<file path="src/rtl/bip_acc_unit.sv">
// Accumulator unit: operand/memory loads, a single-cycle ALU with {Z,N,C,V} flags,
// and an iterative shift-add multiplier that stalls further writes while it runs.
module bip_acc_unit #(
  parameter int unsigned NB_BITS = 16,
  parameter int unsigned NB_OPER = 11
) (
  input  logic               i_clk,
  input  logic               i_rst,
  input  logic [NB_BITS-1:0] i_data_mem,
  input  logic [NB_OPER-1:0] i_data_ins,
  input  logic [1:0]         i_sel_a,
  input  logic               i_sel_b,
  input  logic               i_wr_acc,
  input  logic [2:0]         i_op,
  output logic [NB_BITS-1:0] o_acc,
  output logic [NB_BITS-1:0] o_data,
  output logic [3:0]         o_flags,
  output logic               o_busy,
  output logic               o_done
);

  localparam int unsigned Msb     = NB_BITS - 1;
  localparam int unsigned CntW    = (NB_BITS > 1) ? $clog2(NB_BITS) : 1;
  localparam logic [CntW-1:0] CntLast = CntW'(NB_BITS - 1);

  typedef enum logic [2:0] {
    OpSub = 3'b000,
    OpAdd = 3'b001,
    OpAnd = 3'b010,
    OpOr  = 3'b011,
    OpXor = 3'b100,
    OpSll = 3'b101,
    OpSra = 3'b110,
    OpMul = 3'b111
  } op_e;

  typedef enum logic [0:0] {StIdle, StMul} state_e;

  state_e              state_q;
  logic [NB_BITS-1:0]  acc_q;
  logic [3:0]          flags_q;
  logic                busy_q;
  logic                done_q;
  logic [CntW-1:0]     cnt_q;
  logic [NB_BITS-1:0]  mcand_q;
  logic [NB_BITS-1:0]  mplier_q;
  logic [NB_BITS-1:0]  prod_q;

  logic [NB_BITS-1:0]  sext_ins;
  logic [NB_BITS-1:0]  opb;
  logic [NB_BITS:0]    sum;
  logic [NB_BITS-1:0]  alu_res;
  logic                alu_c;
  logic                alu_v;
  logic [NB_BITS-1:0]  prod_step;
  op_e                 op;

  assign op       = op_e'(i_op);
  assign sext_ins = NB_BITS'($signed(i_data_ins));
  assign opb      = i_sel_b ? sext_ins : i_data_mem;
  assign prod_step = prod_q + (mplier_q[0] ? mcand_q : '0);

  always_comb begin
    sum     = '0;
    alu_res = '0;
    alu_c   = 1'b0;
    alu_v   = 1'b0;
    unique case (op)
      OpSub: begin
        sum     = {1'b0, acc_q} - {1'b0, opb};
        alu_res = sum[NB_BITS-1:0];
        // Borrow shows up in the extra top bit; C is its inverse.
        alu_c   = ~sum[NB_BITS];
        alu_v   = (acc_q[Msb] ^ opb[Msb]) & (alu_res[Msb] ^ acc_q[Msb]);
      end
      OpAdd: begin
        sum     = {1'b0, acc_q} + {1'b0, opb};
        alu_res = sum[NB_BITS-1:0];
        alu_c   = sum[NB_BITS];
        alu_v   = ~(acc_q[Msb] ^ opb[Msb]) & (alu_res[Msb] ^ acc_q[Msb]);
      end
      OpAnd: alu_res = acc_q & opb;
      OpOr:  alu_res = acc_q | opb;
      OpXor: alu_res = acc_q ^ opb;
      OpSll: begin
        alu_res = acc_q << 1;
        alu_c   = acc_q[Msb];
      end
      OpSra: begin
        alu_res = {acc_q[Msb], acc_q[Msb:1]};
        alu_c   = acc_q[0];
      end
      OpMul: alu_res = '0;
      default: alu_res = '0;
    endcase
  end

  always_ff @(posedge i_clk) begin
    if (i_rst) begin
      state_q  <= StIdle;
      acc_q    <= '0;
      flags_q  <= '0;
      busy_q   <= 1'b0;
      done_q   <= 1'b0;
      cnt_q    <= '0;
      mcand_q  <= '0;
      mplier_q <= '0;
      prod_q   <= '0;
    end else begin
      done_q <= 1'b0;
      unique case (state_q)
        StIdle: begin
          if (i_wr_acc) begin
            case (i_sel_a)
              2'b00: begin
                acc_q   <= i_data_mem;
                flags_q <= {i_data_mem == '0, i_data_mem[Msb], flags_q[1:0]};
              end
              2'b01: begin
                acc_q   <= sext_ins;
                flags_q <= {sext_ins == '0, sext_ins[Msb], flags_q[1:0]};
              end
              2'b10: begin
                if (op == OpMul) begin
                  mcand_q  <= acc_q;
                  mplier_q <= opb;
                  prod_q   <= '0;
                  cnt_q    <= '0;
                  busy_q   <= 1'b1;
                  state_q  <= StMul;
                end else begin
                  acc_q   <= alu_res;
                  flags_q <= {alu_res == '0, alu_res[Msb], alu_c, alu_v};
                end
              end
              default: ;
            endcase
          end
        end
        StMul: begin
          prod_q   <= prod_step;
          mcand_q  <= mcand_q << 1;
          mplier_q <= mplier_q >> 1;
          cnt_q    <= cnt_q + 1'b1;
          // Last iteration: commit the product directly from the adder output.
          if (cnt_q == CntLast) begin
            acc_q   <= prod_step;
            flags_q <= {prod_step == '0, prod_step[Msb], 2'b00};
            busy_q  <= 1'b0;
            done_q  <= 1'b1;
            state_q <= StIdle;
          end
        end
        default: state_q <= StIdle;
      endcase
    end
  end

  assign o_acc   = acc_q;
  assign o_data  = acc_q;
  assign o_flags = flags_q;
  assign o_busy  = busy_q;
  assign o_done  = done_q;

endmodule
</file>
<file path="config.mk">
export PLATFORM = sky130hd
export DESIGN_NAME = bip_acc_unit
export DESIGN_NICKNAME = d
export VERILOG_FILES = /design/src/rtl/bip_acc_unit.sv
export SDC_FILE = /design/constraint.sdc
export NUM_CORES = 1
export LEC_CHECK = 0
export CAP_MARGIN = 5
export CORE_MARGIN = 3
export CORE_UTILIZATION = 40
export CTS_BUF_LIST = sky130_fd_sc_hd__clkbuf_4 sky130_fd_sc_hd__clkbuf_8 sky130_fd_sc_hd__clkbuf_16
export CTS_CLUSTER_DIAMETER = 50
export DETAILED_ROUTE_END_ITERATION = 8
export MAX_ROUTING_LAYER = met4
export PLACE_DENSITY = 0.56
export SYNTH_ARGS = -nofsm -noshare
export SYNTH_HDL_FRONTEND = slang
export SYNTH_SLANG_ARGS = --single-unit
</file>
<file path="constraint.sdc">
create_clock -name i_clk -period 7 [get_ports i_clk]
set_input_delay 2.1 -clock i_clk [delete_from_list [all_inputs] [get_ports i_clk]]
set_output_delay 2.1 -clock i_clk [all_outputs]
set_load 0.005 [all_outputs]
</file>
Yosys cells after proc, flatten, opt, wreduce, memory -nomap -nowiden
Index checks and enable logic that the tools add are counted.
{"block": "word_totals", "ff_bits": 75, "in_bits": 36, "output_inout_bits": 38, "elab_cells": 97}
{"block": "op_classes", "n_addsub": 4, "n_eq_ne": 19, "muxes": 42, "bitwise": 11, "reduce_logical": 11}
{"cell": "$mux 16", "count": 14}
{"cell": "$pmux 16 s2", "count": 4}
{"cell": "$pmux 16 s8", "count": 1}
{"cell": "$logic_not 16->1", "count": 4}
{"cell": "$pmux 16 s3", "count": 1}
{"cell": "$mux 4", "count": 6}
{"cell": "$add 16x16->17", "count": 1}
{"cell": "$sub 16x16->17", "count": 1}
{"cell": "$add 16x16->16", "count": 1}
{"cell": "$and 16x16->16", "count": 1}
{"cell": "$or 16x16->16", "count": 1}
{"cell": "$pmux 4 s2", "count": 2}
{"cell": "$xor 16x16->16", "count": 1}
{"cell": "$eq 3x3->1 const B", "count": 4}
{"cell": "$pmux 4 s3", "count": 1}
{"cell": "$ne 2x2->1 const B", "count": 5}
{"cell": "$mux 1", "count": 9}
{"cell": "$reduce_and 4->1", "count": 2}
{"cell": "$eq 3x2->1 const B", "count": 2}
{"cell": "$pmux 1 s2", "count": 3}
{"cell": "$reduce_and 6->1", "count": 1}
{"cell": "$add 4x1->4 const B", "count": 1}
{"cell": "$eq 4x4->1 const B", "count": 1}
{"cell": "$ne 2x1->1 const B", "count": 2}
{"cell": "13 further kinds", "count": 18}

Logic depth before layout (Yosys ltp)
Gate-level depths: netlist (run 1).
{"block": "depth", "ltp_word": 9, "depth_mapped": 16}

Least setup slack after synthesis (run 1)
Ideal clock, no wire load.
{"block": "synth_timing", "path_kind": "input -> register", "from": "in i_sel_b", "to": "reg acc_q[10] (netlist: o_acc[10])", "arrival_time_ns": 5.539, "path_slack_ns": 1.383, "cell_stages": 14, "path_buffers": 2, "cell_sequence": "clkbuf_1 -> buf_1 -> mux2_2 -> ha_1 -> fa_1 -> a211o_1 -> a2111o_1 -> a31oi_1 -> o211ai_1 -> xnor2_1 -> o31ai_1 -> a21oi_1 -> o311a_1 -> nor3_1"}
{"block": "synth_between", "elab_chain_len": 7, "elab_cells_between_ends": 11}
{"element": "start: declaration", "line": "12", "rtl": "input logic i_sel_b,"}
{"element": "$mux 16 (*)", "line": "60", "rtl": "assign opb = i_sel_b ? sext_ins : i_data_mem;"}
{"element": "$add 16x16->17, or another cell as far along", "line": "77", "rtl": "sum = {1'b0, acc_q} + {1'b0, opb};"}
{"element": "$pmux 16 s8 (*)", "line": "68", "rtl": "unique case (op)"}
{"element": "$mux 16 (*)", "line": "124", "rtl": "if (op == OpMul) begin"}
{"element": "$pmux 16 s3 (*)", "line": "114", "rtl": "case (i_sel_a)"}
{"element": "$mux 16 (*)", "line": "113", "rtl": "if (i_wr_acc) begin"}
{"element": "$pmux 16 s2 (*)", "line": "111", "rtl": "unique case (state_q)"}
{"element": "end signal: assignment", "line": "116", "rtl": "acc_q <= i_data_mem;"}
{"element": "end signal: assignment", "line": "120", "rtl": "acc_q <= sext_ins;"}
{"element": "end signal: assignment", "line": "132", "rtl": "acc_q <= alu_res;"}
{"element": "end: declaration", "line": "40", "rtl": "logic [NB_BITS-1:0] acc_q;"}
Mark *: on every way between the ends. The rest lies on a longest branch, timed or not. The select of a mux whose other input is x is not followed.
A chain may end at the register's enable or synchronous reset.

Worst setup path in the final report (run 1)
Same ends and word-level chain as after synthesis.

==> results of run 1 <==
==> cells by family after synthesis <==
family	Yosys count	share of synthesized area, %
AND/OR/NAND/NOR	312	20.3
AO/OA/AOI/OAI	311	31.3
buffers and inverters	148	8.96
adder cells (fa/ha/maj)	74	13.2
flip-flops	74	20.7
multiplexers	21	3.11
XOR/XNOR	20	2.45
==> worst max-delay path, delay by kind of cell <==
kind / cells / cell delay (ps)
muxes: 1 / 420
adders and majority gates: 2 / 670
xor gates and xnor gates: 1 / 150
buffers and inverters: 1 / 670
AOI/OAI and AO/OA: 7 / 1850
and+or+nand+nor: 1 / 150
==> area by class of cell <==
cell class                      instances  area [um2]
Tap cell                              225         282
Fill cell                            1784        9150
Timing Repair Buffer                   88         838
Multi-Input combinational cell        738        5060
Clock inverter                          4        72.6
Clock buffer                           12         267
Sequential cell                        74        1480
Inverter                               71         272
==> stage by stage <==
stage	worst slack, ps	instance area [um2]	instances	hold WS (ps)
6_report	1220	8270	1212	460
5_1_grt	987	8270	1212	477
2_1_floorplan	1380	7160	960	441
3_3_place_gp	912	7930	1196	450
3_5_place_dp	896	7930	1196	453
4_1_cts	1220	8270	1212	461
==> cells in the final DEF, fill, tap and decap left out, types with 12 or more instances in the layout <==
cell type        instances
nor4_1                  12
a22oi_1                 12
inv_1                   69
a222oi_1                30
buf_4                   15
clkdlybuf4s50_1         72
nand3_1                 14
ha_1                    71
and2_1                  17
dfxtp_1                 73
o21ai_0                 42
a211oi_1                12
xnor2_1                 15
nand2_1                 70
nor2_1                 118
nand2b_1                13
nor3_1                  26
a21oi_1                 77
==> metal layers <==
metal,vias up,track usage (%),part of all wire (%)
met5,-,-,0
met4,0,5.20,1.6
met3,30,3.68,7.2
met2,302,38.0,43
met1,3488,36.5,48
li1,3573,-,-
==> Yosys cell counts, types with 9 or more instances <==
library cell / number / area share (%)
nor2_1: 118 / 6.2
a21oi_1: 77 / 5.4
dfxtp_1: 74 / 21
ha_1: 71 / 12
nand2_1: 70 / 3.7
inv_1: 69 / 3.6
clkbuf_1: 42 / 2.2
o21ai_0: 42 / 2.9
a222oi_1: 30 / 4.2
nor3_1: 26 / 1.8
and2_1: 17 / 1.5
buf_4: 17 / 1.8
xnor2_1: 15 / 1.8
nand3_1: 14 / 0.98
nand2b_1: 13 / 1.1
a211oi_1: 12 / 1.3
a22oi_1: 12 / 1.3
nor4_1: 12 / 1.0
a21o_1: 11 / 1.2
a221oi_1: 11 / 1.3
a31oi_1: 11 / 0.96
mux2i_1: 11 / 1.5
o211ai_1: 11 / 1.2
mux2_2: 10 / 1.6
buf_1: 9 / 0.47
or3_1: 9 / 0.79
==> power by group <==
part | internal (mW) | switching (mW) | leakage (nW)
combinational | 0.190 | 0.272 | 2.57
clock | 0.341 | 0.180 | 0.165
sequential | 0.432 | 0.0333 | 0.600
total | 0.962 | 0.485 | 3.34
==> state kept, by name, summed over array words and instances, names as in the netlist <==
name,count
mcand_q,16
mplier_q,16
prod_q,16
o_acc,15
cnt_q,4
o_flags,4
o_busy,1
o_done,1
state_q,1
==> final timing paths <==
check,depth (start not counted),start,slack (ps),endpoint
worst max-delay path,13,i_sel_b,1220,o_acc[10]
worst min-delay path,2,prod_q[6],460,prod_q[6]
worst max register to register,12,mplier_q[0],3400,o_acc[12]
worst min register to register,2,prod_q[6],460,prod_q[6]
==> flow_summary.yaml, run 1 <==
global_route:
  grt_remaining_overflow: 0
  grt_pass1_vias: 6879
  grt_pass1_wl_um: 39000
  grt_max_degree: 74
  track_usage_pct: 25.4
  antenna_found_initial: 0
drt:
  dr.pass1.iters: 8
  viasPerCell: 6.10
  antenna_left: 0
  wl_per_cell_um: 20.4
  first_iter_violations: 854
  drc: 0
  vias: 7393
  routed_wl_um: 24800
place:
  io_buffers: 73
  place_congestion: 0.955
  dp_hpwl_um: 18500
floorplan:
  initial_utilization_pct: 41.1
  core_mm2: 0.0174
  num_io_pins: 74
  die_y_um: 140
  die_w_um: 140
  dieArea_mm2: 0.0195
  rows: 48
cts:
  cts_setup_buffers: 0
  clk_pin_slew_worst_paths_ps: 60
  worstSkewPairLatency_ps: 330
  cts_made_buffers: 9
  root_buffer: "clkbuf_16"
  cts-resized-gates: 0
  h-tree-depth: 3
  cts-hold-fix-buffers: 0
  cts_tree: "yes"
  cts.path.max_buffers: 2
  cts_sinks: 74
layout:
  drive_gt1_share_pct: 5.88
  layout.nets: 1092
  postLayoutCoreUtil_pct: 47.5
  antenna_cells: 0
  synthToLayoutAreaGrowth_pct: 15.5
pwr:
  powerDensity_mw_per_mm2: 175
  p_total_mw: 1.45
  peakVddDrop_mv: 0.131
  p_leak_nw: 3.34
setup_path:
  cp_max_fo: 5
  endpoint_kind: "flip-flop"
  crit_slowest_cell: "clkdlybuf4s50_1"
  start_kind: "input pin"
  crit_chain: "clkdlybuf4s50_1 -> mux2_2 -> ha_1 -> fa_1 -> a211o_1 -> a2111o_1 -> a31oi_1 -> o211ai_1 -> xnor2_1 -> o31ai_1 -> a21oi_1 -> o311a_1 -> nor3_1"
  criticalPathCategory: "input pin to flip-flop"
  cpPeakStageDelay_ps: 670
  cp.arrival_ps: 6030
  critPathRequiredTime_ps: 7250
logic_synthesis:
  syn_area_mm2: 0.00716
  ys_seq_area_share_pct: 20.7
  synthArstFlopShare_pct: 0
  synth_warnings: 0
  syn_area_per_cell_um2: 7.46
  synth_cell_type_count: 75
  netlist_instances: 960
  synth_nets: 1070
  ys_seq_elements: 74
  synth_edf_count: 0
  synth-main-ff-cell: "dfxtp_1"
timing:
  hold_violations: 0
  timing.final.setup_violations: 0
  drv_slew: 0
  rsz0062_at_grt: "false"
  relSlewSlack_pct: 34.0
  min_period_ps: 5780
  worstMarginPinSlew_ps: 991
  fmax_mhz: 173
  timing.final.crit_share_pct: 82.5
  fin_setup_tns_ps: 0
  skew_ps: 8.45
min_path:
  hp-class: "flip-flop to flip-flop"
run:
  max_cap_violations: 0
run_status:
  outcome: "complete, no violations"
Power figures use the tool's default switching activity.
==> run 2: changes to the inputs <==
==> constraint.sdc (replaced) <==
create_clock -name i_clk -period 5.4 [get_ports i_clk]
set_input_delay 1.62 -clock i_clk [delete_from_list [all_inputs] [get_ports i_clk]]
set_output_delay 1.62 -clock i_clk [all_outputs]
set_load 0.005 [all_outputs]
==> flow_summary.yaml, run 2 (synthesized netlist as in run 1, its figures left out) <==
layout:
  fin_area_mm2: 0.00869
  antenna_cells: 0
  reg.largest.list: "mcand_q: 16 flops, mplier_q: 16 flops, prod_q: 16 flops"
  mostFrequentLayoutCell: "nor2_1"
  mostFrequentLayoutCells: "nor2_1 (118), a21oi_1 (77), dfxtp_1 (73)"
  synthToLayoutAreaGrowth_pct: 21.4
  layout.nets: 1144
  n_fill_cell: 1789
  layout.cells.non_filler: 1264
  drive_gt1_share_pct: 10.6
cts:
  cts_tree: "yes"
  cts_setup_buffers: 0
  h-tree-depth: 3
  clk_pin_slew_worst_paths_ps: 60
  worstSkewPairLatency_ps: 330
  cts-hold-fix-buffers: 0
  cts_sinks: 74
  cts.path.max_buffers: 2
  cts-resized-gates: 0
  cts_made_buffers: 9
  root_buffer: "clkbuf_16"
global_route:
  grt_pass1_wl_um: 40000
  grt_remaining_overflow: 0
  antenna_found_initial: 0
  top_usage_layer: "met2"
  grt_max_degree: 73
  met3_usage_pct: 3.13
  track_usage_pct: 25.9
  grt_pass1_vias: 7202
  grt_util_met2_pct: 40.7
  grtUsageMet1_pct: 35.7
timing:
  rsz0062_at_grt: "false"
  hold_violations: 0
  fin_setup_tns_ps: 0
  worst_slack_ps: 210
  timing.final.setup_violations: 0
  timing.final.crit_share_pct: 96.1
  fmax_mhz: 193
  skew_ps: 7.12
  drv_slew: 0
  relSlewSlack_pct: 38.6
  min_period_ps: 5190
  worstMarginPinSlew_ps: 921
pwr:
  peakVddDrop_mv: 0.146
  p_leak_nw: 3.60
  powerDensity_mw_per_mm2: 227
floorplan:
  rows: 48
  core_mm2: 0.0174
  die_y_um: 140
  die_w_um: 140
  num_io_pins: 74
  dieArea_mm2: 0.0195
  initial_utilization_pct: 41.1
drt:
  vias: 7607
  wl_per_cell_um: 19.9
  dr.pass1.iters: 9
  routed_wl_um: 25100
  antenna_left: 0
  drc: 0
  first_iter_violations: 730
  viasPerCell: 6.02
setup_path:
  start_kind: "input pin"
  critPathRequiredTime_ps: 5640
  endpoint_kind: "flip-flop"
  criticalPathCategory: "input pin to flip-flop"
  cp_max_fo: 5
  cp.arrival_ps: 5430
run:
  max_cap_violations: 0
run_status:
  outcome: "complete, no violations"
place:
  place_congestion: 0.945
  dpl_cell_area_mm2: 0.00833
  placed_cells: 1248
  dp_hpwl_um: 19200
  place_ws_ps: -60.5
  io_buffers: 73
min_path:
  hp-class: "flip-flop to flip-flop"
## run 2: cell type report
class	instances	area (um2)	area share [%]
clock buffer	12	260	2.99
clock inverter	4	97.6	1.12
inverter	71	272	3.12
multi-input combinational	738	5060	58.2
sequential	74	1480	17.1
tap	225	282	3.24
timing repair buffer	140	1240	14.3
## run 2: worst max-delay path, cell delays in order
cell and delay, ps:
clkdlybuf4s50_1 620, buf_4 210, mux2_2 390, inv_1 130
ha_1 270, a211oi_1 300, o21ai_0 220, a311oi_1 380
buf_4 180, o21a_1 120, o221ai_1 120, o21ai_0 170
a22oi_1 140, a211o_1 320, a311oi_1 240
## run 2: where the power goes
group          switching (mW)  internal [mW]
registers              0.0430          0.559
logic                   0.360          0.294
clock network           0.235          0.482
total                   0.637           1.34
## run 2: worst paths after layout
kind / slack (ps) / startpoint / to / depth (start not counted)
hold reg to reg: 460 / prod_q[3] / prod_q[3] / 2
setup reg to reg: 1850 / mplier_q[0] / o_acc[12] / 12
setup / recovery: 210 / i_sel_b / o_acc[7] / 15
hold / removal: 460 / prod_q[3] / prod_q[3] / 2
## run 2: per-stage QoR
stage	hold WS (ps)	total power, mW	util, %
after floorplan	441	0.998	-
after global placement	450	1.26	47.8
after detailed placement	453	1.26	47.8
after CTS	462	1.98	49.9
after global routing	474	2.07	49.9
final	460	1.97	49.9
## run 2: layer usage
layer  wire [um]  share of wire, %  vias to the layer above
met3        1680               6.7                       35
met4         574               2.3                        0
li1            -                 -                     3667
met2       11400                45                      321
met1       11500                46                     3584
met5           0                 0                        -
==> run 3: changes to the inputs <==
--- a/config.mk
+++ b/config.mk
@@ -6,13 +6,15 @@
 export NUM_CORES = 1
 export LEC_CHECK = 0
 export CAP_MARGIN = 5
+export CELL_PAD_IN_SITES_DETAIL_PLACEMENT = 1
+export CELL_PAD_IN_SITES_GLOBAL_PLACEMENT = 1
 export CORE_MARGIN = 3
 export CORE_UTILIZATION = 40
 export CTS_BUF_LIST = sky130_fd_sc_hd__clkbuf_4 sky130_fd_sc_hd__clkbuf_8 sky130_fd_sc_hd__clkbuf_16
 export CTS_CLUSTER_DIAMETER = 50
 export DETAILED_ROUTE_END_ITERATION = 8
 export MAX_ROUTING_LAYER = met4
-export PLACE_DENSITY = 0.56
+export PLACE_DENSITY = 0.73
 export SYNTH_ARGS = -nofsm -noshare
 export SYNTH_HDL_FRONTEND = slang
 export SYNTH_SLANG_ARGS = --single-unit
==> flow_summary.yaml, run 3 (synthesized netlist as in run 1, its figures left out) <==
run_status:
  outcome: "complete, no violations"
global_route:
  grt_max_degree: 47
  grt_pass1_vias: 7648
  met3_usage_pct: 1.82
  top_usage_layer: "met2"
  grt_pass1_wl_um: 42400
  grt_remaining_overflow: 0
  antenna_found_initial: 0
  grtUsageMet1_pct: 36.7
  track_usage_pct: 27.6
  grt_util_met2_pct: 45.5
cts:
  clk_pin_slew_worst_paths_ps: 60
  cts.path.max_buffers: 2
  worstSkewPairLatency_ps: 340
  cts-resized-gates: 0
  root_buffer: "clkbuf_16"
  cts_sinks: 74
  cts-hold-fix-buffers: 0
  cts_tree: "yes"
  h-tree-depth: 3
  cts_made_buffers: 9
  cts_setup_buffers: 0
floorplan:
  initial_utilization_pct: 41.1
  core_mm2: 0.0174
  die_w_um: 140
  die_y_um: 140
  rows: 48
  num_io_pins: 74
  dieArea_mm2: 0.0195
pwr:
  p_seq_share_pct: 31.8
  switching_share_pct: 34.9
  p_leak_nw: 3.49
  powerDensity_mw_per_mm2: 224
  p_int_mw: 1.24
  switchingPower_mw: 0.664
  p_total_mw: 1.90
  peakVddDrop_mv: 0.167
  clock_power_share_pct: 34.5
  combPwrFrac_pct: 33.7
drt:
  first_iter_violations: 858
  viasPerCell: 6.16
  wl_per_cell_um: 21.7
  antenna_left: 0
  dr.pass1.iters: 6
  drc: 0
  routed_wl_um: 27000
  vias: 7657
timing:
  min_period_ps: 5040
  fmax_mhz: 198
  fin_setup_tns_ps: 0
  skew_ps: 10.2
  hold_violations: 0
  timing.final.crit_share_pct: 93.3
  drv_slew: 0
  worst_slack_ps: 360
  timing.final.setup_violations: 0
  rsz0062_at_grt: "false"
  relSlewSlack_pct: 31.4
  worstMarginPinSlew_ps: 1030
place:
  dp_hpwl_um: 20600
  place_ws_ps: 43.0
  io_buffers: 73
  place_congestion: 0.947
setup_path:
  endpoint_kind: "flip-flop"
  setup.reg_to_reg.worst_slack_ps: 1870
  start_kind: "input pin"
  criticalPathCategory: "input pin to flip-flop"
  cp_max_fo: 14
  cp.arrival_ps: 5290
  critPathRequiredTime_ps: 5650
layout:
  multiInputGateArea_mm2: 0.00506
  mostFrequentLayoutCell: "nor2_1"
  antenna_cells: 0
  area.sequential_mm2: 0.00148
  reg.largest.list: "mcand_q: 16 flops, mplier_q: 16 flops, prod_q: 16 flops"
  drive_gt1_share_pct: 8.83
  layout.nets: 1124
  mostFrequentLayoutCells: "nor2_1 (118), a21oi_1 (77), dfxtp_1 (73)"
  synthToLayoutAreaGrowth_pct: 18.6
  n_fill_cell: 2234
run:
  max_cap_violations: 0
min_path:
  hp-class: "flip-flop to flip-flop"
-- run 3: cell count changes in the layout (fill, tap and decap cells not counted), sizes merged --
cell / change
buf: -20
bufinv: -1
clkbuf: -3
clkinv: +2
clkinvlp: -1
inv: +3
-- run 3: final timing paths --
kind | from | end | cells past startpoint
max | i_sel_b | o_acc[11] | 15
min | prod_q[10] | prod_q[10] | 2
max reg2reg | mplier_q[0] | o_acc[14] | 12
min reg2reg | prod_q[10] | prod_q[10] | 2
-- run 3: per-stage QoR --
stage / hold WS (ps) / cells / instance area, um2 / utilization, %
after global placement: 448 / 1228 / 8170 / 46.9
after global routing: 497 / 1244 / 8500 / 48.8
after CTS: 473 / 1244 / 8500 / 48.8
after floorplan: 441 / 960 / 7160 / -
final: 471 / 1244 / 8500 / 48.8
after detailed placement: 458 / 1228 / 8170 / 46.9
-- run 3: cell type report --
class                   count  area share, %
flip-flops and latches     74           17.5
well taps                 225           3.31
multi-input cells         738           59.5
clock inverters             7           1.18
inverters                  71           3.20
repair buffers            120           12.7
clock buffers               9           2.65
-- run 3: routing by layer --
| layer | part of all wire, % | up-vias |
|---|---|---|
| met5 | 0 | - |
| met4 | 2.2 | 0 |
| met3 | 3.8 | 37 |
| met2 | 47 | 191 |
| met1 | 47 | 3789 |
| li1 | - | 3640 |
-- run 3: power groups by stage --
| stage | Clock (mW) | Combinational, mW | Sequential, mW |
|---|---|---|---|
| after detailed placement | 0 | 0.628 | 0.616 |
| final | 0.657 | 0.641 | 0.606 |
| after global routing | 0.691 | 0.699 | 0.608 |
| after CTS | 0.669 | 0.633 | 0.604 |
| after global placement | 0 | 0.621 | 0.617 |
| after floorplan | 0 | 0.402 | 0.595 |
-- run 3: critical path: stages --
cell and delay [ps]:
clkdlybuf4s50_1 510, buf_4 220, mux2_2 420, inv_1 100
ha_1 260, buf_4 180, nor2_1 100, o211ai_1 180
a21oi_2 300, nand3_1 110, o211ai_1 130, mux2i_1 360
o21ai_0 150, a311o_1 380, a311oi_1 250
